File: config.mk
export PLATFORM = sky130hd
export DESIGN_NAME = sd4_mac_seq
export DESIGN_NICKNAME = d
export VERILOG_FILES = /design/src/rtl/sd4_mac_pkg.sv /design/src/rtl/sd4_acc_unit.sv /design/src/rtl/sd4_mac_seq.sv
export SDC_FILE = /design/constraint.sdc
export NUM_CORES = 1
export LEC_CHECK = 0
export BUFFER_PORTS_ARGS = -buffer_cell sky130_fd_sc_hd__buf_2
export CAP_MARGIN = 30
export CELL_PAD_IN_SITES_DETAIL_PLACEMENT = 1
export CELL_PAD_IN_SITES_GLOBAL_PLACEMENT = 2
export CORE_MARGIN = 3
export CORE_UTILIZATION = 35
export CTS_BUF_LIST = sky130_fd_sc_hd__clkbuf_8
export DETAILED_ROUTE_END_ITERATION = 6
export GPL_TIMING_DRIVEN = 0
export PLACE_DENSITY_LB_ADDON = 0.1
export SLEW_MARGIN = 25
export SYNTH_ARGS = -nofsm -noshare
export SYNTH_HDL_FRONTEND = slang
export SYNTH_HIERARCHICAL = 1
export SYNTH_SLANG_ARGS = --single-unit
File: constraint.sdc
create_clock -name clk -period 3.7 [get_ports clk]
set_input_delay 0.555 -clock clk [delete_from_list [all_inputs] [get_ports clk]]
set_output_delay 0.555 -clock clk [all_outputs]
set_load 0.005 [all_outputs]
File: src/rtl/sd4_mac_pkg.sv
// Shared types and defaults for the SD4 MAC sequencer slice.
package sd4_mac_pkg;

    localparam int SUM_W_DEF = 20;
    localparam int ACC_W_DEF = 32;
    localparam int LEN_W_DEF = 8;

    typedef enum logic [1:0] {
        IDLE  = 2'd0,
        ACCUM = 2'd1,
        DRAIN = 2'd2,
        DONE  = 2'd3
    } state_t;

    // Sign-extend the low w bits of v to 64 bits; callers truncate.
    function automatic logic [63:0] sext64(
        input logic [63:0] v,
        input int          w
    );
        logic signed [63:0] t;
        t = $signed(v << (64 - w)) >>> (64 - w);
        return $unsigned(t);
    endfunction

endpackage

File: src/rtl/sd4_acc_unit.sv
// Stage register, sign-extending accumulator and sticky overflow.
module sd4_acc_unit
    import sd4_mac_pkg::*;
#(
    parameter int SUM_W = SUM_W_DEF,
    parameter int ACC_W = ACC_W_DEF
) (
    input  logic             clk,
    input  logic             rst,
    input  logic             clr,
    input  logic             ld,
    input  logic [SUM_W-1:0] d,
    output logic [ACC_W-1:0] acc,
    output logic             ovf
);

    logic [SUM_W-1:0] stage;
    logic             stage_v;
    logic [ACC_W-1:0] ext;
    logic [ACC_W-1:0] sum;
    logic             ov;

    always_comb begin
        ext = ACC_W'(sext64(64'(stage), SUM_W));
        sum = acc + ext;
        ov  = (acc[ACC_W-1] == ext[ACC_W-1])
           && (sum[ACC_W-1] != acc[ACC_W-1]);
    end

    always_ff @(posedge clk or posedge rst) begin
        if (rst) begin
            stage   <= '0;
            stage_v <= 1'b0;
            acc     <= '0;
            ovf     <= 1'b0;
        end else begin
            stage_v <= ld;
            if (ld)
                stage <= d;
            if (clr) begin
                acc <= '0;
                ovf <= 1'b0;
            end else if (stage_v) begin
                acc <= sum;
                ovf <= ovf | ov;
            end
        end
    end

endmodule

File: src/rtl/sd4_mac_seq.sv
// Dot-product sequencer: counts tree sums in, drains, presents result.
module sd4_mac_seq
    import sd4_mac_pkg::*;
#(
    parameter int SUM_W = SUM_W_DEF,
    parameter int ACC_W = ACC_W_DEF,
    parameter int LEN_W = LEN_W_DEF
) (
    input  logic             clk,
    input  logic             rst,
    input  logic             start,
    input  logic [LEN_W-1:0] cfg_len,
    input  logic             in_valid,
    output logic             in_ready,
    input  logic [SUM_W-1:0] tree_sum,
    output logic             out_valid,
    input  logic             out_ready,
    output logic [ACC_W-1:0] out_acc,
    output logic             out_ovf,
    output logic             busy
);

    state_t           state;
    state_t           state_nx;
    logic [LEN_W-1:0] cnt;
    logic [LEN_W-1:0] len;
    logic             accept;
    logic             fire;
    logic             last;

    always_comb begin
        accept = start && (cfg_len != '0)
              && ((state == IDLE)
               || (state == DONE && out_ready));
        fire   = in_valid && in_ready;
        last   = (cnt == len);
    end

    always_ff @(posedge clk or posedge rst) begin
        if (rst)
            state <= IDLE;
        else
            state <= state_nx;
    end

    always_comb begin
        state_nx = state;
        unique case (state)
            IDLE:  if (accept) state_nx = ACCUM;
            ACCUM: if (last) state_nx = DRAIN;
            DRAIN: state_nx = DONE;
            DONE:
                if (out_ready)
                    state_nx = accept ? ACCUM : IDLE;
            default: state_nx = IDLE;
        endcase
    end

    // The cycle after the last transfer is spent adding the staged term.
    always_comb begin
        in_ready  = (state == ACCUM) && !last;
        out_valid = (state == DONE);
        busy      = (state != IDLE);
    end

    always_ff @(posedge clk or posedge rst) begin
        if (rst) begin
            cnt <= '0;
            len <= '0;
        end else if (accept) begin
            cnt <= '0;
            len <= cfg_len;
        end else if (fire) begin
            cnt <= cnt + 1'b1;
        end
    end

    sd4_acc_unit #(
        .SUM_W (SUM_W),
        .ACC_W (ACC_W)
    ) u_acc (
        .clk (clk),
        .rst (rst),
        .clr (accept),
        .ld  (fire),
        .d   (tree_sum),
        .acc (out_acc),
        .ovf (out_ovf)
    );

endmodule

==> results of run 1 <==
[routing by layer]
layer / routed length (um) / global-route usage (%) / part of all wire [%]
met1: 6030 / 22.7 / 47
met2: 6020 / 29.8 / 47
met3: 539 / 4.48 / 4.2
met4: 172 / 5.19 / 1.3
met5: 9 / 0 / 0.070
[cell families (layout without fill, tap and decap cells)]
logic type	Yosys count	after routing	synth area share [%]
simple gates	137	137	14.4
compound gates	128	128	18.4
flops	72	72	37.3
mux	46	46	10.3
xor+xnor	38	38	6.88
fa+ha+maj	37	37	9.73
buf+inv	36	121	3.00
[final cells by class]
class	count	area share, %
multi-input cells	386	50.9
flip-flops and latches	72	31.7
repair buffers	69	6.35
well taps	176	3.88
clock inverters	7	2.40
clock buffers	9	2.18
plain buffers	19	1.43
inverters	17	1.17
[per-stage QoR]
stage	cells	setup WS [ns]	utilization, %	hold slack, ns	instance area (um2)
global route	755	0.314	42.4	0.103	5680
global placement	738	0.383	40.3	0.497	5400
finish	755	0.492	42.4	0.112	5680
CTS	755	0.533	42.4	0.105	5680
detailed placement	739	0.378	40.4	0.505	5420
floorplan	494	1.04	-	0.485	4830
[power groups by stage]
stage	logic, mW	clock network (mW)	registers, mW
floorplan	2.35	0	1.33
global placement	3.04	0	1.39
detailed placement	3.11	0	1.40
CTS	3.14	0.875	1.39
global route	3.50	0.912	1.43
finish	3.10	0.848	1.38
[cells in the final DEF, fill, tap and decap left out, drive strengths merged, types with 4 or more instances in the layout]
master	instances
o21bai	4
nor2	46
nor3	6
clkbuf	23
a21oi	40
nor2b	7
a211o	4
nand2	41
dfrtp	72
buf	74
xor2	19
nand4	6
ha	36
bufinv	4
nand3	10
o21ai	25
a211oi	9
mux2i	18
mux2	28
a21o	11
inv	19
and3	4
xnor2	19
[sequential cells by signal, summed over array words and instances (netlist names)]
register,count
u_acc/acc,32
u_acc/stage,20
cnt,8
len,8
state,2
u_acc/ovf,1
u_acc/stage_v,1
[final timing paths]
path | startpoint | endpoint | slack, ns | cells after the start
setup reg to reg | u_acc/acc[0] | u_acc/acc[24] | 0.49 | 10
hold reg to reg | u_acc/stage[4] | u_acc/stage[4] | 0.52 | 1
setup / recovery | u_acc/acc[0] | u_acc/acc[24] | 0.49 | 10
hold / removal | rst | u_acc/stage[0] | 0.11 | 2
min in group clk | tree_sum[7] | u_acc/stage[7] | 0.41 | 2
max in group asynchronous | rst | state[0] | 2.95 | 2
==> results.toml, run 1 <==
[logic_synthesis]
yosysWarningCount = 6
synth_seq_cells = 72
synth.cell_area_um2 = 4830
synth.avg_cell_area_um2 = 9.79
synth-async-reset-ratio_pct = 100
yosys.area.top_type = "dfrtp_1"
syn_nets = 564
synth_top_area_share_pct = 37.3
syn-instance-count = 494
synth_most_common_cell = "dfrtp_1"
ys_seq_area_share_pct = 37.3
synth_edf_count = 0
synth_commonest_cells = "72 x dfrtp_1, 45 x nor2_1, 40 x nand2_1"
yosys-top-cells-area = "dfrtp_1 37%, ha_1 9.3%, mux2_2 6.3%, a21oi_1 4.0%, mux2i_1 3.7%"
ys.flop_type = "dfrtp_1"
synth.distinct_cells = 67

[min_path]
hold_class = "in2async"

[setup_path]
crit_arrival_ns = 3.45
critPathMaxFanout = 4
worstPathRequired_ns = 3.94
cp-end-kind = "flop"
cp_num_buf_inv = 0
cp_common_cell = "a221oi_2"
critPathKind = "reg2reg"
cp_cell_sequence = "ha_1 -> fa_1 -> a21oi_1 -> o21ai_0 -> a221oi_2 -> nand3_2 -> a41o_1 -> a221oi_2 -> xor2_1 -> o21ai_1"
cpMaxStageDelayCell = "a221oi_2"
cp_top_family = "compound AO/OA/AOI/OAI gates"
cp-start-kind = "flop"
slowest_delay_ns = 0.48

[clocking]
clkTransAtPathRegs_ns = 0.08
clockBufferDepth = 2
post_cts_resized = 0
cts_hold_buf = 0
clock_latency_ns = 0.38
cts_tree = "yes"
cts-htree-levels = 3
clock-sinks = 72
numCtsBuffers = 9
postCtsSetupBuffers = 0
cts_root_buf = "clkbuf_8"

[sta]
fin_crit_sh_pct = 86.7
slew_headroom_pct = 45.0
finalHoldViolCount = 0
tns_ns = 0
min_period_ns = 3.21
max_freq_ghz = 0.312
rsz0062_at_grt = "no"
skew_ns = 0.0109
setup_viol = 0
worst_slew_pin_slew_ns = 0.825
slew_violations = 0

[routing]
drtAntennaViolNets = 0
dr.pass1.iters = 4
dr.first_iter.drc_count = 128
avgViaCountPerCell = 5.34
wl_per_cell_um = 16.9
drt_wl_total_mm = 12.8
drc_errors = 0
num_vias = 4028

[global_routing]
grt_pass1_vias = 4135
antenna_found_initial = 1
grt_usage_pct = 17.8
grt_pass1_wl_mm = 21.1
grt_start_max_net_pins = 39
grt_overflow = 0

[floorplanning]
fp.dieH_um = 124
die_w_um = 124
coreArea_um2 = 13400
die-area_um2 = 15300
pin_count = 69
rows = 42
initial_core_util_pct = 36.1

[final_layout]
regArea_um2 = 1800
nets = 644
nFillCells = 1578
multi_input_area_um2 = 2890
area_growth_pct = 17.4
diodes = 0
drive_above_1_share_pct = 23.1

[pwr]
switching_power_mw = 2.38
power_density_nw_per_um2 = 938
sw_frac_of_total_pct = 44.8
seqPwrFrac_pct = 25.8
power.internal_mw = 2.94
comb_power_share_pct = 58.2
ir_drop_uv = 304
power.leakage_nw = 2.65
total_power_mw = 5.33
pwr-share-clk_pct = 15.9

[place]
gp_congestion = 0.803
place_hpwl_mm = 9.74
port-buffer-count = 68

[run_status]
outcome = "finished clean"

[run]
cap_viol_max_count = 0
Note: power is estimated with default switching activity, not from simulation.
==> run 2: changes to the inputs <==
--- a/config.mk
+++ b/config.mk
@@ -10,11 +10,12 @@
 export CELL_PAD_IN_SITES_DETAIL_PLACEMENT = 1
 export CELL_PAD_IN_SITES_GLOBAL_PLACEMENT = 2
 export CORE_MARGIN = 3
-export CORE_UTILIZATION = 35
+export CORE_UTILIZATION = 34
 export CTS_BUF_LIST = sky130_fd_sc_hd__clkbuf_8
 export DETAILED_ROUTE_END_ITERATION = 6
 export GPL_TIMING_DRIVEN = 0
 export PLACE_DENSITY_LB_ADDON = 0.1
+export REMOVE_ABC_BUFFERS = 1
 export SLEW_MARGIN = 25
 export SYNTH_ARGS = -nofsm -noshare
 export SYNTH_HDL_FRONTEND = slang
==> constraint.sdc (replaced) <==
create_clock -name clk -period 2.59 [get_ports clk]
set_input_delay 0.3885 -clock clk [delete_from_list [all_inputs] [get_ports clk]]
set_output_delay 0.3885 -clock clk [all_outputs]
set_load 0.005 [all_outputs]
==> results.toml, run 2 (synthesis gave the netlist of run 1 again) <==
[clocking]
clock-sinks = 72
cts_tree = "yes"
cts_root_buf = "clkbuf_8"
clockBufferDepth = 2
clkTransAtPathRegs_ns = 0.08
numCtsBuffers = 9
clock_latency_ns = 0.38
cts-htree-levels = 3

[setup_path]
critPathKind = "reg2reg"
crit_arrival_ns = 2.89
worstPathRequired_ns = 2.84
cp-start-kind = "flop"
r2r-start = "u_acc/acc[0]"
critPathMaxFanout = 3
cp-end-kind = "flop"
worstSetupStartpoint = "u_acc/acc[0]"

[place]
port-buffer-count = 68
place_hpwl_mm = 9.58
gp_congestion = 0.776
dp_slack_ns = -0.499

[routing]
wl_per_cell_um = 17.4
drc_errors = 0
wl_met3_um = 443
wl_met1_mm = 6.20
dr.pass1.iters = 4
wl_met2_mm = 6.45
num_vias = 4019
avgViaCountPerCell = 5.28
highest_layer = "met4"
drtAntennaViolNets = 0
drt_wl_total_mm = 13.2
dr.first_iter.drc_count = 130

[global_routing]
antenna_found_initial = 0
grt_overflow = 0
grt_usage_pct = 16.9
grt_pass1_wl_mm = 21.6
grt_pass1_vias = 4157
grt_start_max_net_pins = 33

[final_layout]
mostFrequentLayoutCell = "buf_2"
area_growth_pct = 24.1
nFillCells = 1551
drive_above_1_share_pct = 32.0
final_cell_mix = "68 x buf_2, 67 x dfrtp_1, 44 x nor2_1"
largest_reg_flops = 32
reg_top3 = "u_acc/acc (32), u_acc/stage (20)"
largest_register = "u_acc/acc"
diodes = 0
nets = 651

[run_status]
outcome = "finished, violations left"
violations = "negative setup slack"

[floorplanning]
pin_count = 69
die_w_um = 125
rows = 42
fp.dieH_um = 125
initial_core_util_pct = 35.7
coreArea_um2 = 13600
die-area_um2 = 15700

[min_path]
hold_class = "in2reg"
holdCritStartpoint = "tree_sum[15]"

[run]
cap_viol_max_count = 0

[sta]
max_freq_ghz = 0.378
worst_slew_pin_slew_ns = 0.867
setup_ws_ns = -0.0555
min_period_ns = 2.65
rsz0062_at_grt = "yes"
setup_viol = 3
slew_headroom_pct = 42.1
fin_crit_sh_pct = 102
slew_violations = 0
finalHoldViolCount = 0
skew_ns = 0.0148

[pwr]
power_density_nw_per_um2 = 1320
power.leakage_nw = 2.75
total_power_mw = 7.95
ir_drop_uv = 509
-- run 2: cell count changes in the layout (fill, tap and decap cells not counted), sizes merged --
cell	before	now
clkbuf	23	9
dlygate4sd3	0	1
bufinv	4	0
clkinvlp	0	2
inv	19	20
buf	74	94
-- run 2: cell type report --
type / instances / area (um2) / area share, %
inverters: 17 / 66.3 / 1.11
multi-input cells: 386 / 3130 / 52.1
clock buffers: 9 / 124 / 2.07
well taps: 176 / 220 / 3.67
flip-flops and latches: 72 / 1810 / 30.2
repair buffers: 95 / 618 / 10.3
clock inverters: 6 / 31.3 / 0.521
-- run 2: path summary, 6_finish.rpt --
kind,to,slack (ns),cells past startpoint
setup / recovery,u_acc/acc[24],-0.06,10
hold / removal,u_acc/stage[15],0.24,2
setup reg to reg,u_acc/acc[24],-0.06,10
hold reg to reg,u_acc/acc[27],0.52,2
max in group asynchronous,state[1],1.43,3
min in group asynchronous,u_acc/stage[1],0.54,3
-- run 2: metrics by stage --
stage	hold WS [ns]	area, um2	setup TNS (ns)	util (%)	std cells
floorplan	0.327	4750	-0.120	-	475
global placement	0.497	5310	-40.55	39.2	719
CTS	0.219	5740	-0.255	42.3	748
finish	0.240	6000	-0.121	44.2	761
detailed placement	0.393	5440	-4.02	40.1	723
global route	0.230	6000	-0.919	44.2	761
-- run 2: per-layer routing --
metal,track usage [%],vias up
li1,-,1972
met3,4.43,12
met1,22.3,1974
met4,3.64,0
met2,28.3,61
met5,0,-
-- run 2: power by group --
part / leakage [nW] / internal, mW / total, mW / switching (mW)
logic: 1.76 / 2.39 / 5.09 / 2.70
registers: 0.902 / 1.59 / 2.08 / 0.497
clock network: 0.0849 / 0.330 / 0.777 / 0.447
-- run 2: worst max-delay path, stage by stage (launching register included) --
cell      delay [ns]
dfrtp_1         0.39
ha_2            0.20
fa_2            0.37
a21oi_4         0.15
o21ai_2         0.10
a221oi_2        0.35
nand3_2         0.17
a41o_1          0.24
a221oi_2        0.29
xor2_1          0.18
o21ai_1         0.07
-- run 2: timing repair --
action / in CTS / in global routing
endpoints found under the setup margin: 16 / 15
hold buffers: 1 / 0
pin swaps: 10 / 19
gates resized for setup: 20 / 26
hold endpoints to repair: 22 / 0
buffers inserted: 9 / 13
==> run 3: changes to the inputs <==
--- a/config.mk
+++ b/config.mk
@@ -5,12 +5,14 @@
 export SDC_FILE = /design/constraint.sdc
 export NUM_CORES = 1
 export LEC_CHECK = 0
+export ABC_AREA = 1
 export BUFFER_PORTS_ARGS = -buffer_cell sky130_fd_sc_hd__buf_2
 export CAP_MARGIN = 30
 export CELL_PAD_IN_SITES_DETAIL_PLACEMENT = 1
 export CELL_PAD_IN_SITES_GLOBAL_PLACEMENT = 2
+export CORE_ASPECT_RATIO = 2
 export CORE_MARGIN = 3
-export CORE_UTILIZATION = 34
+export CORE_UTILIZATION = 30
 export CTS_BUF_LIST = sky130_fd_sc_hd__clkbuf_8
 export DETAILED_ROUTE_END_ITERATION = 6
 export GPL_TIMING_DRIVEN = 0
==> results.toml, run 3 <==
[floorplanning]
die_w_um = 100
initial_core_util_pct = 30.6
rows = 68
pin_count = 69
die-area_um2 = 19400
fp.dieH_um = 194
coreArea_um2 = 17400

[final_layout]
largest_reg_flops = 32
nFillCells = 2228
fin_util_pct = 35.7
drive_above_1_share_pct = 17.7
diodes = 0
area_growth_pct = 16.8
mostFrequentLayoutCell = "nand2_1"
largest_register = "u_acc/acc"
reg_top3 = "u_acc/acc (32), u_acc/stage (20)"
final_cell_mix = "273 x nand2_1, 88 x inv_1, 72 x nor2_1"
nets = 911
final_cells = 1056

[sta]
worst_slew_pin_slew_ns = 0.768
setup_viol = 0
skew_ns = 0.0106
slew_headroom_pct = 48.8
rsz0062_at_grt = "no"
finalHoldViolCount = 0
max_freq_ghz = 0.431
tns_ns = 0
min_period_ns = 2.32
slew_violations = 0
fin_crit_sh_pct = 89.7

[logic_synthesis]
synthMuxAreaShare_pct = 4.24
synth-async-reset-ratio_pct = 100
yosys.area.top_type = "dfrtp_1"
synth_edf_count = 0
synth_fa_ha_area_share_pct = 8.86
synth_top_family_by_area = "simple AND/OR/NAND/NOR gates"
ys_seq_area_share_pct = 33.9
synth_most_common_cell = "nand2_1"
synth-xor-area-share_pct = 1.15
synth.cell_area_um2 = 5310
yosys.area_share.simple_pct = 34.0
synth_top_area_share_pct = 33.9
yosysWarningCount = 6
synth_commonest_cells = "273 x nand2_1, 89 x inv_1, 74 x nor2_1"
synth.avg_cell_area_um2 = 6.94
syn-instance-count = 766
synth_seq_cells = 72
yosys-top-cells-area = "dfrtp_1 34%, nand2_1 19%, ha_1 8.5%, inv_1 6.3%, nor2_1 5.2%"
synth.distinct_cells = 39
synth_compound_area_share_pct = 9.40
ys.flop_type = "dfrtp_1"

[routing]
drtAntennaViolNets = 0
drc_errors = 0
num_vias = 5133
avgViaCountPerCell = 4.86
drt_wl_total_mm = 17.3
wl_per_cell_um = 16.4
dr.pass1.iters = 4
dr.first_iter.drc_count = 102

[min_path]
holdPathEnd = "u_acc/stage[2]"
whs_path_depth = 2
hold_class = "in2reg"
holdCritStartpoint = "tree_sum[2]"

[pwr]
seqPwrFrac_pct = 25.0
comb_power_share_pct = 62.5
switching_power_mw = 4.23
ir_drop_uv = 457
sw_frac_of_total_pct = 50.8
pwr-share-clk_pct = 12.4
total_power_mw = 8.33
power.leakage_nw = 3.43
power_density_nw_per_um2 = 1340
power.internal_mw = 4.10

[clocking]
cts_root_buf = "clkbuf_8"
clockBufferDepth = 2
clock_latency_ns = 0.37
clock-sinks = 72
numCtsBuffers = 9
clkTransAtPathRegs_ns = 0.09
cts_tree = "yes"
cts-htree-levels = 3

[setup_path]
r2r-start = "state[0]"
crit_arrival_ns = 2.63
critPathMaxFanout = 22
r2r-end = "u_acc/acc[5]"
worstRegToRegCells = 12
critPathKind = "reg2reg"
reg2reg_setup_slack_ns = 0.27
worstPathRequired_ns = 2.90
cp-end-kind = "flop"
cp-start-kind = "flop"

[global_routing]
antenna_found_initial = 0
grt_usage_pct = 18.8
grt_pass1_vias = 5634
grt_pass1_wl_mm = 28.4
grt_start_max_net_pins = 33
grt_overflow = 0

[run_status]
outcome = "finished clean"

[run]
cap_viol_max_count = 0

[place]
port-buffer-count = 68
gp_congestion = 0.872
place_hpwl_mm = 14.7
dp.cells = 1038
==> run 3: cell count changes after synthesis, sizes merged, moves of 16 or more <==
cell / delta
nand2: +243
nor2: +34
nand3: +42
xnor2: -16
mux2i: -18
inv: +82
==> run 3: repair_timing <==
action,in CTS,in global routing
setup buffers,0,1
resized for setup,0,2
hold buffers,1,0
hold endpoints to repair,22,0
setup endpoints to repair,0,12
==> run 3: power by group through the flow <==
stage	clock, mW	sequential (mW)	combinational (mW)
2_1_floorplan	0	2.01	3.60
3_3_place_gp	0	2.09	5.09
3_5_place_dp	0	2.12	5.31
4_1_cts	1.09	2.10	5.34
5_1_grt	1.13	2.17	6.00
6_report	1.03	2.09	5.21
==> run 3: critical path: stages, from the launching register on <==
cell and delay, ns:
dfrtp_1 0.42, inv_1 0.10, ha_1 0.20, inv_1 0.11
o21ai_2 0.12, nand2_8 0.16, inv_4 0.14, nor2_4 0.34
clkinvlp_4 0.16, buf_4 0.20, a21oi_1 0.12, o21ai_0 0.12
nand2_1 0.07
==> run 3: worst max path at each step <==
stage,start,to,slack (ns),cells past startpoint
detailed placement,cfg_len[5],u_acc/acc[5],-0.02,12
floorplan,state[0],u_acc/acc[10],-0.07,11
global route,state[0],u_acc/acc[5],0.04,12
finish,state[0],u_acc/acc[5],0.27,12
CTS,state[0],u_acc/acc[5],0.02,11
global placement,cfg_len[5],u_acc/acc[5],-2.09,12
==> run 3: metrics by stage <==
stage          cell area [um2]  setup WS (ns)  hold slack, ns
2_1_floorplan             5240        -0.0710           0.327
3_3_place_gp              5850          -2.09           0.493
3_5_place_dp              5950        -0.0168           0.394
4_1_cts                   6190         0.0181           0.219
5_1_grt                   6200         0.0354           0.225
6_report                  6200          0.268           0.248
==> run 3: metal layers <==
metal	up-vias	wire (um)	GRT usage (%)	share of wire, %
met3	17	385	2.34	2.2
li1	2586	-	-	-
met1	2467	6040	17.5	35
met5	-	0	0	0
met2	63	10600	39.7	61
met4	0	321	5.70	1.9
==> run 3: cell families (layout without fill, tap and decap cells) <==
family,count (synthesis),count (layout)
AO/OA/AOI/OAI,88,88
adder cells (fa/ha/maj),37,37
XOR/XNOR,7,7
AND/OR/NAND/NOR,432,432
multiplexers,20,20
buffers and inverters,110,190
flip-flops,72,72
==> run 3: area by class of cell <==
cell class              instances  area (um2)  share of cell area (%)
repair buffers                 74         448                    7.22
clock inverters                 6        90.1                    1.45
clock buffers                  10         138                    2.22
flip-flops and latches         72        1800                    29.1
well taps                     210         263                    4.23
multi-input cells             584        3080                    49.6
inverters                     100         384                    6.19
